**config.mk**
```make
export PLATFORM = sky130hd
export DESIGN_NAME = matrix_frame_streamer
export DESIGN_NICKNAME = d
export VERILOG_FILES = /design/src/rtl/matrix_frame_streamer_pkg.sv /design/src/rtl/matrix_frame_streamer_edge_sync.sv /design/src/rtl/matrix_frame_streamer.sv
export SDC_FILE = /design/constraint.sdc
export NUM_CORES = 1
export LEC_CHECK = 0
export ABC_AREA = 0
export BUFFER_PORTS_ARGS = -buffer_cell sky130_fd_sc_hd__buf_2
export CAP_MARGIN = 20
export CORE_ASPECT_RATIO = 1.1
export CORE_MARGIN = 2
export CORE_UTILIZATION = 55
export DETAILED_ROUTE_END_ITERATION = 8
export HOLD_SLACK_MARGIN = 0.05
export PLACE_DENSITY = 0.85
export SKIP_LAST_GASP = 1
export SLEW_MARGIN = 20
export SYNTH_ARGS = -nofsm -noshare
export SYNTH_HDL_FRONTEND = slang
export SYNTH_SLANG_ARGS = --single-unit
```
**constraint.sdc**
```tcl
create_clock -name clk -period 3.39 [get_ports clk]
set_clock_uncertainty 0.15 [all_clocks]
set_input_delay 0.1695 -clock clk [delete_from_list [all_inputs] [get_ports clk]]
set_output_delay 0.1695 -clock clk [all_outputs]
set_load 0.01 [all_outputs]
```
**src/rtl/matrix_frame_streamer_pkg.sv**
```systemverilog
// Shared state type, default geometry and helper for the matrix frame streamer.
package matrix_pkg;

  typedef enum logic [1:0] {IDLE, FETCH, HOLD, DONE} stream_state_t;

  localparam int DEF_ADDR_W      = 16;
  localparam int DEF_DATA_W      = 16;
  localparam int DEF_FRAME_WORDS = 16;
  localparam int DEF_SYNC_STAGES = 2;
  localparam int DEF_RAM_LATENCY = 1;

  // The latency counter must be able to hold the value RAM_LATENCY itself.
  function automatic int lat_cnt_width(input int latency);
    return (latency < 1) ? 1 : $clog2(latency + 1);
  endfunction

endpackage

```
**src/rtl/matrix_frame_streamer_edge_sync.sv**
```systemverilog
// Multi-flop synchroniser for an asynchronous pin followed by a rising-edge detector.
module edge_sync #(
  parameter int STAGES = 2
) (
  input  logic clk,
  input  logic reset,
  input  logic async_in,
  output logic rise
);

  logic [STAGES-1:0] sync_q;
  logic              last_q;

  always_ff @(posedge clk or posedge reset) begin
    if (reset) begin
      sync_q <= '0;
      last_q <= 1'b0;
    end else begin
      sync_q <= {sync_q[STAGES-2:0], async_in};
      last_q <= sync_q[STAGES-1];
    end
  end

  assign rise = sync_q[STAGES-1] & ~last_q;

endmodule

```
**src/rtl/matrix_frame_streamer.sv**
```systemverilog
// Streams one frame of BRAM words to the Arduino matrix driver, one word per pump edge,
// with read-latency compensation, frame-done pulse, auto-rewind and overrun detection.
module matrix_frame_streamer
  import matrix_pkg::*;
#(
  parameter int ADDR_W      = DEF_ADDR_W,
  parameter int DATA_W      = DEF_DATA_W,
  parameter int FRAME_WORDS = DEF_FRAME_WORDS,
  parameter int SYNC_STAGES = DEF_SYNC_STAGES,
  parameter int RAM_LATENCY = DEF_RAM_LATENCY
) (
  input  logic              clk,
  input  logic              reset,
  input  logic              pump,
  input  logic              dump,
  input  logic [ADDR_W-1:0] base_addr,
  input  logic              auto_rewind,
  output logic [ADDR_W-1:0] addr_b,
  input  logic [DATA_W-1:0] q_b,
  output logic [DATA_W-1:0] matrix_out,
  output logic              matrix_valid,
  output logic              frame_done,
  output logic              overrun
);

  localparam int IDX_W = (FRAME_WORDS > 1) ? $clog2(FRAME_WORDS) : 1;
  localparam int LAT_W = lat_cnt_width(RAM_LATENCY);
  localparam logic [IDX_W-1:0] LAST_IDX = IDX_W'(FRAME_WORDS - 1);
  localparam logic [LAT_W-1:0] LAT_DONE = LAT_W'(RAM_LATENCY);

  stream_state_t     state;
  logic [IDX_W-1:0]  idx;
  logic [LAT_W-1:0]  lat_cnt;
  logic [ADDR_W-1:0] base_q;
  logic              pump_e;
  logic              dump_e;

  edge_sync #(.STAGES(SYNC_STAGES)) u_pump_sync (
    .clk      (clk),
    .reset    (reset),
    .async_in (pump),
    .rise     (pump_e)
  );

  edge_sync #(.STAGES(SYNC_STAGES)) u_dump_sync (
    .clk      (clk),
    .reset    (reset),
    .async_in (dump),
    .rise     (dump_e)
  );

  assign addr_b = base_q + ADDR_W'(idx);

  // dump has priority over everything, including a pump edge in the same cycle.
  always_ff @(posedge clk or posedge reset) begin
    if (reset) begin
      state        <= IDLE;
      idx          <= '0;
      lat_cnt      <= '0;
      base_q       <= '0;
      matrix_out   <= '0;
      matrix_valid <= 1'b0;
      frame_done   <= 1'b0;
      overrun      <= 1'b0;
    end else begin
      frame_done <= 1'b0;
      if (dump_e) begin
        state        <= IDLE;
        idx          <= '0;
        lat_cnt      <= '0;
        matrix_valid <= 1'b0;
        overrun      <= 1'b0;
      end else begin
        unique case (state)
          IDLE: begin
            if (pump_e) begin
              base_q  <= base_addr;
              idx     <= '0;
              lat_cnt <= '0;
              state   <= FETCH;
            end
          end
          FETCH: begin
            if (pump_e) overrun <= 1'b1;
            if (lat_cnt == LAT_DONE) begin
              matrix_out   <= q_b;
              matrix_valid <= 1'b1;
              frame_done   <= (idx == LAST_IDX);
              state        <= HOLD;
            end else begin
              lat_cnt <= lat_cnt + LAT_W'(1);
            end
          end
          HOLD: begin
            if (pump_e) begin
              matrix_valid <= 1'b0;
              lat_cnt      <= '0;
              if (idx == LAST_IDX) begin
                idx    <= '0;
                base_q <= base_addr;
                state  <= auto_rewind ? FETCH : DONE;
              end else begin
                idx   <= idx + IDX_W'(1);
                state <= FETCH;
              end
            end
          end
          DONE: begin
          end
          default: state <= IDLE;
        endcase
      end
    end
  end

endmodule

```
==> flow_metrics.env <==
export IMPL_fin_ws_ps=585
export IMPL_syn_num_nets=229
export IMPL_ys_types=38
export IMPL_synth_area_top_cells="dfrtp_1 51%, mux2_2 11%, mux2_4 6.4%"
export IMPL_fin_hold_ws_ps=98.6
export IMPL_power_density_mw_per_mm2=776
export IMPL_run_status="finished clean"
export IMPL_routed_via_density=5.36
export IMPL_finalNonFillerCells=346
export IMPL_cts_buffers_inserted=5
export IMPL_mappedNetlistArea_mm2=0.00233
export IMPL_io_buffers=71
export IMPL_start_kind="flip-flop"
export IMPL_rsz0062_at_grt="false"
export IMPL_fin_crit_sh=0.828
export IMPL_crit_type="flip-flop to output port"
export IMPL_yosys_warnings=0
export IMPL_wire_per_inst_um=16.4
export IMPL_synth_seq_area_share=0.514
export IMPL_p_total_mw=2.50
export IMPL_wirelength_mm=5.67
export IMPL_async_flop_share=1.00
export IMPL_setup_viol=0
export IMPL_arrival_ps=2490
export IMPL_peakVddDrop_uv=493
export IMPL_cts_path_max_buffers=2
export IMPL_clock_sinks=48
export IMPL_htree_levels=2
export IMPL_finalHoldViolations=0
export IMPL_dr_pass1_iters=4
export IMPL_fin_setup_tns_ps=0
export IMPL_drtAntennaViolNets=0
export IMPL_synth_most_common_cell="dfrtp_1"
export IMPL_synth_top_area_share=0.514
export IMPL_cap_violations=0
export IMPL_min_path_type="input pin to flip-flop"
export IMPL_track_usage=0.263
export IMPL_die_area_mm2=0.00478
export IMPL_grt_pass1_vias=2034
export IMPL_period_needed_ps=2810
export IMPL_ys_flop_type="dfrtp_1"
export IMPL_vias=1853
export IMPL_cts_tree="built"
export IMPL_core_area_mm2=0.00402
export IMPL_cts_setup_buffers=0
export IMPL_antenna_found_initial=0
export IMPL_grt_pass1_wl_mm=9.58
export IMPL_critPathCaptureType="output port"
export IMPL_worst_slew_pin_slew_ps=790
export IMPL_synth_edf_count=0
export IMPL_die_h_um=72.3
export IMPL_syn_instance_count=182
export IMPL_cts_root_buf="clkbuf_8"
export IMPL_grt_overflow_total=0
export IMPL_io_pins=72
export IMPL_cts_resized_gates=0
export IMPL_critPathRequiredTime_ps=3070
export IMPL_yosysTopAreaCell="dfrtp_1"
export IMPL_clock_latency_ps=310
export IMPL_dp_cells=302
export IMPL_fmax_ghz=0.356
export IMPL_dp_hpwl_mm=3.35
export IMPL_fin_nets=339
export IMPL_gp_congestion=0.825
export IMPL_area_growth_pct=37.9
export IMPL_synth_commonest_cells="48 x dfrtp_1, 22 x mux2_2, 10 x mux2_4"
export IMPL_report_final_slew_viol_count=0
export IMPL_drtIter0Drc=70
export IMPL_preCtsSetupSlack_ps=955
export IMPL_row_count=24
export IMPL_remaining_drc_errors=0
export IMPL_max_slew_margin=0.473
export IMPL_synth_seq_cells=48
export IMPL_clk_pin_slew_worst_paths_ps=90
export IMPL_critPathMaxFanout=6
export IMPL_synth_avg_cell_area_um2=12.8
export IMPL_die_x_um=66.1
export IMPL_p_leak_nw=1.55
export IMPL_start_util=0.580
export IMPL_drive_above_1_share=0.399
export IMPL_grt_start_max_net_pins=49
==> final cells by class <==
cell class                      count  area, um^2
Multi-Input combinational cell    125        1080
Antenna cell                        1        2.50
Tap cell                           52        65.1
Clock buffer                        5        68.8
Sequential cell                    48        1200
Inverter                            5        20.0
Fill cell                         231         805
Timing Repair Buffer              107         713
Clock inverter                      3        68.8
==> cell families (layout without fill, tap and decap cells) <==
kind of cell,count (synthesis),in the layout,synth area share
other,0,1,0
AO/OA/AOI/OAI,23,23,0.0638
XOR/XNOR,14,14,0.0525
buffers and inverters,9,120,0.0230
flip-flops,48,48,0.514
AND/OR/NAND/NOR,45,45,0.113
multiplexers,33,33,0.176
adder cells (fa/ha/maj),10,10,0.0568
==> routing by layer <==
metal,GRT usage,share of wire
met5,0,0
met4,0.0658,0.0092
met3,0.0713,0.050
met2,0.454,0.54
met1,0.328,0.40
==> power by group <==
group / internal, mW / leakage (nW) / total, mW / switching, mW
clock: 0.297 / 0.0688 / 0.500 / 0.203
sequential: 0.797 / 0.583 / 0.989 / 0.192
combinational: 0.535 / 0.897 / 1.01 / 0.475
total: 1.63 / 1.55 / 2.50 / 0.870
==> sequential cells by signal, indices dropped and copies added (netlist names) <==
name                count
base_q                 16
frame_done              1
idx                     4
lat_cnt                 1
matrix_out             16
matrix_valid            1
overrun                 1
state                   2
u_dump_sync.last_q      1
u_dump_sync.sync_q      2
u_pump_sync.last_q      1
u_pump_sync.sync_q      2
==> final timing paths <==
| check | startpoint | endpoint | slack, ps | depth (start not counted) |
|---|---|---|---|---|
| setup / recovery | idx[0] | addr_b[14] | 580 | 7 |
| hold / removal | auto_rewind | state[1] | 100 | 4 |
| setup reg to reg | idx[1] | base_q[3] | 920 | 6 |
| hold reg to reg | u_pump_sync.sync_q[0] | u_pump_sync.sync_q[1] | 210 | 0 |
| max in group asynchronous | reset | base_q[5] | 2230 | 3 |
| min in group asynchronous | reset | matrix_out[14] | 380 | 3 |
==> timing repair <==
item,4_1_cts,5_1_grt
endpoints found under the hold margin,82,0
hold buffers,35,0
endpoints found under the setup margin,0,0
==> cells in the final DEF (no fill, tap or decap), drive strengths merged, types with 2 or more instances in the layout <==
cell	synthesis	final
buf	4	72
dfrtp	48	48
dlygate4sd3	0	35
mux2	32	32
nand2	9	9
ha	9	9
nor2	8	8
xor2	7	7
xnor2	7	7
o21ai	6	6
a21oi	6	6
clkbuf	0	5
inv	5	5
nand2b	4	4
nand3	4	4
nand4	4	4
and3	3	3
nor3b	3	3
nor3	3	3
nor2b	2	2
a211oi	2	2
a21o	2	2
o31ai	2	2
bufinv	0	2
==> worst max-delay path: stages (launching register included) <==
cell and delay, ps:
dfrtp_1 430, ha_1 250, fa_1 400, a21o_1 200, a21oi_1 470, nor3_1 110
xnor2_1 170, buf_2 150
==> per-stage QoR <==
stage	cell area, um^2	util
6_report	3220	0.800
5_1_grt	3220	0.799
4_1_cts	3220	0.799
3_5_place_dp	2730	0.678
3_3_place_gp	2730	0.678
2_1_floorplan	2330	-
Note: power is estimated with default switching activity, not from simulation.
